--- src/rtl/booth_divider_if.sv ---
// booth_divider_if: byte-wide begin/lock/end operand and result bus shared with the Booth multiplier.
interface booth_divider_if #(
  parameter int unsigned WIDTH = 8
);
  logic             beginsig;
  logic             locksig;
  logic [WIDTH-1:0] inbus;
  logic [WIDTH-1:0] outbus;
  logic             endsig;
  logic             errsig;

  // Sequencer side: drives operands and the begin/lock qualifiers.
  modport master (
    output beginsig, locksig, inbus,
    input  outbus, endsig, errsig
  );

  // Arithmetic unit side.
  modport slave (
    input  beginsig, locksig, inbus,
    output outbus, endsig, errsig
  );
endinterface

--- src/rtl/booth_divider.sv ---
// booth_divider: sequential unsigned 2W/W non-restoring divider on the begin/lock/end byte bus.
// Optional feature macro BOOTH_DIV_REM_OUT_EN: when defined, the remainder is returned after the
// quotient (OUT_R state); when undefined, the operation ends with the quotient on outbus.
module booth_divider #(
  parameter int unsigned WIDTH = 8
) (
  input  logic            clk,
  input  logic            rst_n,
  booth_divider_if.slave  bus
);

  localparam int unsigned CW = $clog2(WIDTH + 1);

  localparam logic [3:0] IDLE  = 4'd0;
  localparam logic [3:0] LD_AH = 4'd1;
  localparam logic [3:0] LD_AL = 4'd2;
  localparam logic [3:0] LD_B  = 4'd3;
  localparam logic [3:0] CHECK = 4'd4;
  localparam logic [3:0] DIV   = 4'd5;
  localparam logic [3:0] CORR  = 4'd6;
  localparam logic [3:0] OUT_Q = 4'd7;
`ifdef BOOTH_DIV_REM_OUT_EN
  localparam logic [3:0] OUT_R = 4'd8;
`endif
  localparam logic [3:0] DONE  = 4'd9;

  logic [3:0]       state_q, state_d;
  logic [WIDTH:0]   a_q, a_d;        // partial remainder with sign bit
  logic [WIDTH-1:0] q_q, q_d;        // dividend low half, becomes quotient
  logic [WIDTH-1:0] b_q, b_d;        // divisor
  logic [CW-1:0]    cnt_q, cnt_d;
  logic             err_q, err_d;    // CHECK rejected the operands
  logic [WIDTH-1:0] outbus_q, outbus_d;
  logic             endsig_q, endsig_d;
  logic             errsig_q, errsig_d;

  logic [WIDTH:0]   a_sh_c;
  logic [WIDTH:0]   a_new_c;

  // One non-restoring step: shift {A,Q} left, then subtract or add B by the old sign of A.
  always_comb begin
    a_sh_c  = {a_q[WIDTH-1:0], q_q[WIDTH-1]};
    a_new_c = a_q[WIDTH] ? (a_sh_c + {1'b0, b_q}) : (a_sh_c - {1'b0, b_q});
  end

  // Next-state and datapath/output update; beginsig overrides every other transition.
  always_comb begin
    state_d  = state_q;
    a_d      = a_q;
    q_d      = q_q;
    b_d      = b_q;
    cnt_d    = cnt_q;
    err_d    = err_q;
    outbus_d = outbus_q;
    endsig_d = endsig_q;
    errsig_d = errsig_q;

    if (bus.beginsig) begin
      state_d  = LD_AH;
      a_d      = '0;
      q_d      = '0;
      b_d      = '0;
      cnt_d    = '0;
      err_d    = 1'b0;
      outbus_d = '0;
      endsig_d = 1'b0;
      errsig_d = 1'b0;
    end else begin
      case (state_q)
        IDLE: ;
        LD_AH: if (bus.locksig) begin
          a_d     = {1'b0, bus.inbus};
          state_d = LD_AL;
        end
        LD_AL: if (bus.locksig) begin
          q_d     = bus.inbus;
          state_d = LD_B;
        end
        LD_B: if (bus.locksig) begin
          b_d     = bus.inbus;
          state_d = CHECK;
        end
        CHECK: begin
          // Quotient fits in WIDTH bits only when the high half is below the divisor.
          if ((b_q == '0) || (a_q[WIDTH-1:0] >= b_q)) begin
            err_d    = 1'b1;
            outbus_d = '0;
            state_d  = DONE;
          end else begin
            cnt_d   = CW'(WIDTH);
            state_d = DIV;
          end
        end
        DIV: begin
          a_d   = a_new_c;
          q_d   = {q_q[WIDTH-2:0], ~a_new_c[WIDTH]};
          cnt_d = cnt_q - CW'(1);
          if (cnt_q == CW'(1)) state_d = CORR;
        end
        CORR: begin
          if (a_q[WIDTH]) a_d = a_q + {1'b0, b_q};
          state_d = OUT_Q;
        end
        OUT_Q: begin
          outbus_d = q_q;
`ifdef BOOTH_DIV_REM_OUT_EN
          state_d  = OUT_R;
`else
          endsig_d = 1'b1;
          state_d  = DONE;
`endif
        end
`ifdef BOOTH_DIV_REM_OUT_EN
        OUT_R: begin
          outbus_d = a_q[WIDTH-1:0];
          endsig_d = 1'b1;
          state_d  = DONE;
        end
`endif
        DONE: begin
          endsig_d = 1'b1;
          errsig_d = err_q;
        end
        default: state_d = IDLE;
      endcase
    end
  end

  // State and datapath registers.
  always_ff @(posedge clk or negedge rst_n) begin
    if (!rst_n) begin
      state_q  <= IDLE;
      a_q      <= '0;
      q_q      <= '0;
      b_q      <= '0;
      cnt_q    <= '0;
      err_q    <= 1'b0;
      outbus_q <= '0;
      endsig_q <= 1'b0;
      errsig_q <= 1'b0;
    end else begin
      state_q  <= state_d;
      a_q      <= a_d;
      q_q      <= q_d;
      b_q      <= b_d;
      cnt_q    <= cnt_d;
      err_q    <= err_d;
      outbus_q <= outbus_d;
      endsig_q <= endsig_d;
      errsig_q <= errsig_d;
    end
  end

  assign bus.outbus = outbus_q;
  assign bus.endsig = endsig_q;
  assign bus.errsig = errsig_q;

endmodule

--- src/flat_wrapper.sv ---
// flat-port wrapper written by rule: the top's interface ports become plain ports
module booth_divider_flat 
#(
  parameter int unsigned WIDTH = 8
)
  (clk, rst_n, bus_beginsig, bus_locksig, bus_inbus, bus_outbus, bus_endsig, bus_errsig);
  booth_divider_if #(.WIDTH(WIDTH)) bus_i ();
  input  logic clk;
  input  logic rst_n;
  input wire logic [$bits(bus_i.beginsig)-1:0] bus_beginsig;
  input wire logic [$bits(bus_i.locksig)-1:0] bus_locksig;
  input wire logic [$bits(bus_i.inbus)-1:0] bus_inbus;
  output wire logic [$bits(bus_i.outbus)-1:0] bus_outbus;
  output wire logic [$bits(bus_i.endsig)-1:0] bus_endsig;
  output wire logic [$bits(bus_i.errsig)-1:0] bus_errsig;
  assign bus_i.beginsig = bus_beginsig;
  assign bus_i.locksig = bus_locksig;
  assign bus_i.inbus = bus_inbus;
  assign bus_outbus = bus_i.outbus;
  assign bus_endsig = bus_i.endsig;
  assign bus_errsig = bus_i.errsig;
  booth_divider #(.WIDTH(WIDTH)) u_core (.clk(clk), .rst_n(rst_n), .bus(bus_i));
endmodule
--- config.mk ---
export PLATFORM = sky130hd
export DESIGN_NAME = booth_divider_flat
export DESIGN_NICKNAME = d
export VERILOG_FILES = /design/src/rtl/booth_divider_if.sv /design/src/rtl/booth_divider.sv /design/src/flat_wrapper.sv
export SDC_FILE = /design/constraint.sdc
export NUM_CORES = 1
export LEC_CHECK = 0
export ABC_AREA = 1
export BUFFER_PORTS_ARGS = -buffer_cell sky130_fd_sc_hd__buf_2
export CORE_ASPECT_RATIO = 1.25
export CORE_MARGIN = 2
export CORE_UTILIZATION = 35
export DETAILED_ROUTE_END_ITERATION = 10
export HOLD_SLACK_MARGIN = 0.08
export PLACE_DENSITY = 0.65
export SLEW_MARGIN = 25
export SYNTH_ARGS = -nofsm -noshare
export SYNTH_HDL_FRONTEND = slang
export SYNTH_SLANG_ARGS = --single-unit
export TNS_END_PERCENT = 20
--- constraint.sdc ---
create_clock -name clk -period 1.9 [get_ports clk]
set_input_delay 0.19 -clock clk [delete_from_list [all_inputs] [get_ports clk]]
set_output_delay 0.19 -clock clk [all_outputs]
set_load 0.02 [all_outputs]
Word level (Yosys, flattened, before mapping)
Index checks and enable logic that the tools add are counted.
Cells by class
  $add $sub $neg: 4
  $lt $le $gt $ge: 1
  eq/ne operators: 17
  multiplexer cells: 30
  bitwise logic cells: 1
  reduce and logical (&&, ||, !) cells: 23
Operator list (count)
  $mux W8: 6
  $mux W9: 4
  $mux W4: 8
  $pmux W4 S8: 1
  $pmux W8 S2: 2
  $pmux W9 S3: 1
  $add A9 B8 Y9: 2
  $eq A4 B3 Y1 const B: 4
  $ne A3 B3 Y1 const B: 4
  $reduce_and A2 Y1: 6
  $reduce_bool A2 Y1: 6
  $ne A3 B2 Y1 const B: 3
  $reduce_bool A3 Y1: 3
  $sub A9 B8 Y9: 1
  $eq A4 B1 Y1 const B: 2
  $eq A4 B2 Y1 const B: 2
  $ge A8 B8 Y1: 1
  $logic_not A8 Y1: 1
  $pmux W4 S2: 1
  $mux W1: 7
  $reduce_and A5 Y1: 1
  $eq A4 B4 Y1 const B: 1
  $logic_not A4 Y1: 1
  $reduce_bool A4 Y1: 1
  other kinds (6): 7
Word-level totals
  register bits after elaboration: 44
  input port bits: 12
  output and inout port bits: 10
  logic and storage cells: 86

Depth between registers and ports, before layout
  word-level depth: 5
  gate-level depth with buffers: 17
  gate-level depth less buffers: 17

Worst setup path before layout
OpenSTA, ideal clock, no wires.
  path kind: reg-to-reg
  start: reg u_core.b_q[1]
  end: reg u_core.a_q[8]
  library setup time: 117 ps
  data arrival time: 1998 ps
  required time: 1783 ps
  slack: -215 ps
  stages on the path, launching flop included: 17
  path buffers: 0
  clock period less this slack: 2115 ps
  cells stage by stage: dfrtp_1 > inv_1 > ha_1 > nand2_1 > o21ai_0 > xor2_1 > ha_1 > nand2_1 > inv_1 > nand2_1 > nand2_1 > a21oi_1 > nand3_1 > nand3_1 > nand2_1 > nand2_1 > nand2_1
Between the ends
  word-level cells in the longest chain between the ends: 4
  elaborated cells on any way between the ends: 7
  classes of those cells: add/sub: 3; mux: 4
Ends and longest elaborated chain
  from (decl): line booth_divider.sv:30  | logic [WIDTH-1:0] b_q, b_d;
  from (signal assigned): line booth_divider.sv:135  | b_q <= '0;
  from (signal assigned): line booth_divider.sv:145  | b_q <= b_d;
  $add A9 B8 Y9 (tied with other cells): line booth_divider.sv:101  | if (a_q[WIDTH]) a_d = a_q + {1'b0, b_q};
  $mux W9 (on tied branches): line booth_divider.sv:101, booth_divider.sv:43
  $pmux W9 S3 (*): line booth_divider.sv:69  | case (state_q)
  $mux W9 (*): line booth_divider.sv:58  | if (bus.beginsig) begin
  to (signal assigned): line booth_divider.sv:133  | a_q <= '0;
  to (signal assigned): line booth_divider.sv:143  | a_q <= a_d;
  to (decl): line booth_divider.sv:28  | logic [WIDTH:0] a_q, a_d;
Every way passes the cells marked *; elsewhere a longest branch is shown, timed or not. The select of a mux whose other input is x is not followed.
A chain may end at the register's enable or synchronous reset.

Final worst setup path
  start: reg u_core.b_q[0]
  end: reg u_core.a_q[7]
Same word-level chain as after synthesis.

==> results.json <==
{
  "grt_pass1_wl_mm": 15.5,
  "path_clk_slew_ps": 70,
  "drive_gt1_frac": 0.276,
  "synth_area_leaders": "dfrtp_1, nand2_1, ha_1",
  "power.internal_uw": 2280,
  "gp_congestion": 0.844,
  "reg2reg_to": "u_core.a_q[7]",
  "grt.total_usage": 0.185,
  "hold_viol_final": 0,
  "fin_cells": 666,
  "finalSetupViolations": 8,
  "start_util": 0.364,
  "seq_power_share": 0.306,
  "fin_util": 0.467,
  "hold_path.startpoint": "bus_inbus[1]",
  "postSynthCellCount": 475,
  "root_buffer": "clkbuf_16",
  "startpoint_type": "flop",
  "yosys.area.top_type": "dfrtp_1",
  "tightest_slew_ps": 574,
  "period_needed_ps": 2220,
  "wirelength_mm": 9.14,
  "path_class": "flop to flop",
  "rsz0062_at_grt": "yes",
  "clock_sinks": 44,
  "fin_nets": 583,
  "powerDensity_nw_per_um2": 845,
  "wire_per_inst_um": 13.7,
  "power.share.switching": 0.375,
  "endpoint_kind": "flop",
  "area_growth_pct": 28.5,
  "netSwitchingPower_uw": 1360,
  "clockPowerShare": 0.281,
  "whs_endpoint": "u_core.b_q[1]",
  "hold_depth": 3,
  "yosysWarningCount": 0,
  "die-width_um": 91.5,
  "die_area_sq_um": 10400,
  "layout_setup_ws_ps": -317,
  "cap_violations": 0,
  "hpwl_mm": 7.09,
  "synth.distinct_cells": 36,
  "critPathMaxFanout": 4,
  "firstDrtPassIters": 4,
  "cp.arrival_ps": 2410,
  "seq_area_frac_synth": 0.328,
  "p_comb_frac": 0.414,
  "ys_ff_latch": 44,
  "vias_per_cell": 4.93,
  "grt_max_degree": 45,
  "finalCritPeriodShare": 1.17,
  "antenna_left": 0,
  "fmax_mhz": 451,
  "reg2reg_depth": 14,
  "p_leak_uw": 0.00232,
  "tns_ps": -1850,
  "timing.slew.headroom": 0.617,
  "cts_buffers": 5,
  "core_sq_um": 9220,
  "drt_iter0_drc": 127,
  "io_pins": 22,
  "clock_latency_ps": 300,
  "crit_required_ps": 2100,
  "clock_path_buffers": 2,
  "status": "finished with violations",
  "r2r_setup_slack_ps": -320,
  "port_buffers": 21,
  "maxSlewViolCount": 0,
  "ir_drop_mv": 0.534,
  "fin_skew_ps": 11.6,
  "dp.cells": 654,
  "die_h_um": 113,
  "rows": 39,
  "antenna_found_initial": 0,
  "syn_nets": 516,
  "synthDominantCellAreaShare": 0.328,
  "grt_pass1_vias": 3379,
  "overflow": 0,
  "fillers": 891,
  "synth.avg_cell_area_sq_um": 7.06,
  "r2r_start": "u_core.b_q[0]",
  "hp-class": "input port to flop",
  "p_total_uw": 3640,
  "num_antenna_cells": 0,
  "cts_tree": "yes",
  "num_vias": 3285,
  "violations": "setup timing",
  "post-route-drc-count": 0,
  "netlist_area_sq_um": 3350,
  "htreeDepth": 2
}
power by group through the flow:
| stage | Sequential (uW) | Clock, uW | Combinational, uW |
|---|---|---|---|
| 3_5_place_dp | 1120 | 0 | 1300 |
| 2_1_floorplan | 1110 | 0 | 855 |
| 5_1_grt | 1120 | 1070 | 1690 |
| 6_report | 1110 | 1020 | 1510 |
| 3_3_place_gp | 1120 | 0 | 1280 |
| 4_1_cts | 1100 | 1040 | 1340 |
worst max path at each step:
stage | start | cells after the start | slack, ps | to
3_3_place_gp | u_core.b_q[1] | 15 | -220 | u_core.a_q[8]
2_1_floorplan | u_core.b_q[0] | 15 | -120 | u_core.a_q[8]
5_1_grt | u_core.b_q[0] | 15 | -490 | u_core.a_q[8]
6_report | u_core.b_q[0] | 14 | -320 | u_core.a_q[7]
4_1_cts | u_core.b_q[0] | 15 | -270 | u_core.q_q[0]
3_5_place_dp | u_core.b_q[1] | 15 | -290 | u_core.a_q[8]
cell families after synthesis:
family | after synthesis | share of synthesized area
flip-flops | 44 | 0.328
AND/OR/NAND/NOR | 247 | 0.324
XOR/XNOR | 8 | 0.0209
adder cells (fa/ha/maj) | 29 | 0.113
AO/OA/AOI/OAI | 70 | 0.121
buffers and inverters | 77 | 0.0933
cell usage after synthesis:
cell type	number
nor2_1	30
o22ai_1	6
buf_2	2
o21ai_0	26
o21ai_1	2
nand3_2	1
nor2_4	1
fa_1	2
inv_2	8
xor2_1	7
nand2_1	146
o31ai_1	2
inv_4	1
clkbuf_1	1
nor3_1	2
nand4_1	3
o21bai_1	2
or2_2	1
nand3_1	47
xnor2_1	1
dfrtp_1	44
o221ai_1	2
buf_6	2
nor3_2	1
nand3b_1	3
a21oi_1	25
inv_1	62
nor3_4	1
buf_4	1
nand2_4	3
o211ai_1	3
ha_1	27
nor2_2	5
o211ai_2	1
nand2_2	3
o31ai_4	1
stage by stage:
stage	area [sq um]	hold WS (ps)	worst slack [ps]
after global placement	3910	303	-218
final	4310	174	-317
after detailed placement	3910	309	-285
after CTS	4130	178	-268
after global routing	4310	228	-488
after floorplan	3380	-106	-122
sequential cells by signal (all words and copies together) (netlist names):
| signal | cells |
|---|---|
| u_core.state_q | 4 |
| u_core.bus.endsig | 1 |
| u_core.bus.outbus | 8 |
| u_core.bus.errsig | 1 |
| u_core.b_q | 8 |
| u_core.a_q | 9 |
| u_core.q_q | 8 |
| u_core.err_q | 1 |
| u_core.cnt_q | 4 |
worst max-delay path, stage by stage, from the launching register on:
cell	delay [ps]
dfrtp_1	420
inv_1	130
ha_4	160
nand2_2	80
o21ai_2	130
xor2_1	170
ha_1	310
nand2_1	100
inv_1	40
a21oi_1	200
nand3b_1	100
nand3_1	90
nand3_1	80
nand2_1	60
nand2_1	40
repair_timing:
item                                    in CTS  in global routing
resized for setup                            9                 42
setup buffers                                1                  2
pin swaps                                    5                 22
hold buffers                                 1                  0
endpoints found under the hold margin       44                  0
endpoints found under the setup margin      23                 24
routing by layer:
metal | vias up | track usage | wire (um)
li1 | 1669 | - | -
met1 | 1546 | 0.223 | 3970
met2 | 60 | 0.326 | 4660
met3 | 10 | 0.0310 | 325
met4 | 0 | 0.0758 | 192
met5 | - | 0 | 0
final cells by class:
type | count | area (sq um) | area share
Sequential cell | 44 | 1100 | 0.256
Clock buffer | 5 | 125 | 0.0290
Clock inverter | 3 | 46.3 | 0.0107
Multi-Input combinational cell | 354 | 2170 | 0.503
Inverter | 71 | 269 | 0.0624
Timing Repair Buffer | 66 | 445 | 0.103
Tap cell | 123 | 154 | 0.0357
cell usage in the layout (no fill, tap or decap), drive strengths merged:
| cell | synthesis | routed |
|---|---|---|
| fa | 2 | 2 |
| nor3 | 4 | 4 |
| ha | 27 | 27 |
| xor2 | 7 | 7 |
| nand3 | 48 | 48 |
| nand2 | 152 | 152 |
| xnor2 | 1 | 1 |
| o31ai | 3 | 3 |
| nand3b | 3 | 3 |
| o211ai | 4 | 4 |
| dlygate4sd3 | 0 | 1 |
| o221ai | 2 | 2 |
| a21oi | 25 | 25 |
| o21ai | 28 | 28 |
| nor2 | 36 | 36 |
| nand4 | 3 | 3 |
| clkbuf | 1 | 5 |
| buf | 5 | 65 |
| clkinvlp | 0 | 1 |
| or2 | 1 | 1 |
| bufinv | 0 | 1 |
| dfrtp | 44 | 44 |
| o21bai | 2 | 2 |
| o22ai | 6 | 6 |
| inv | 71 | 72 |
Power figures use the tool's default switching activity.
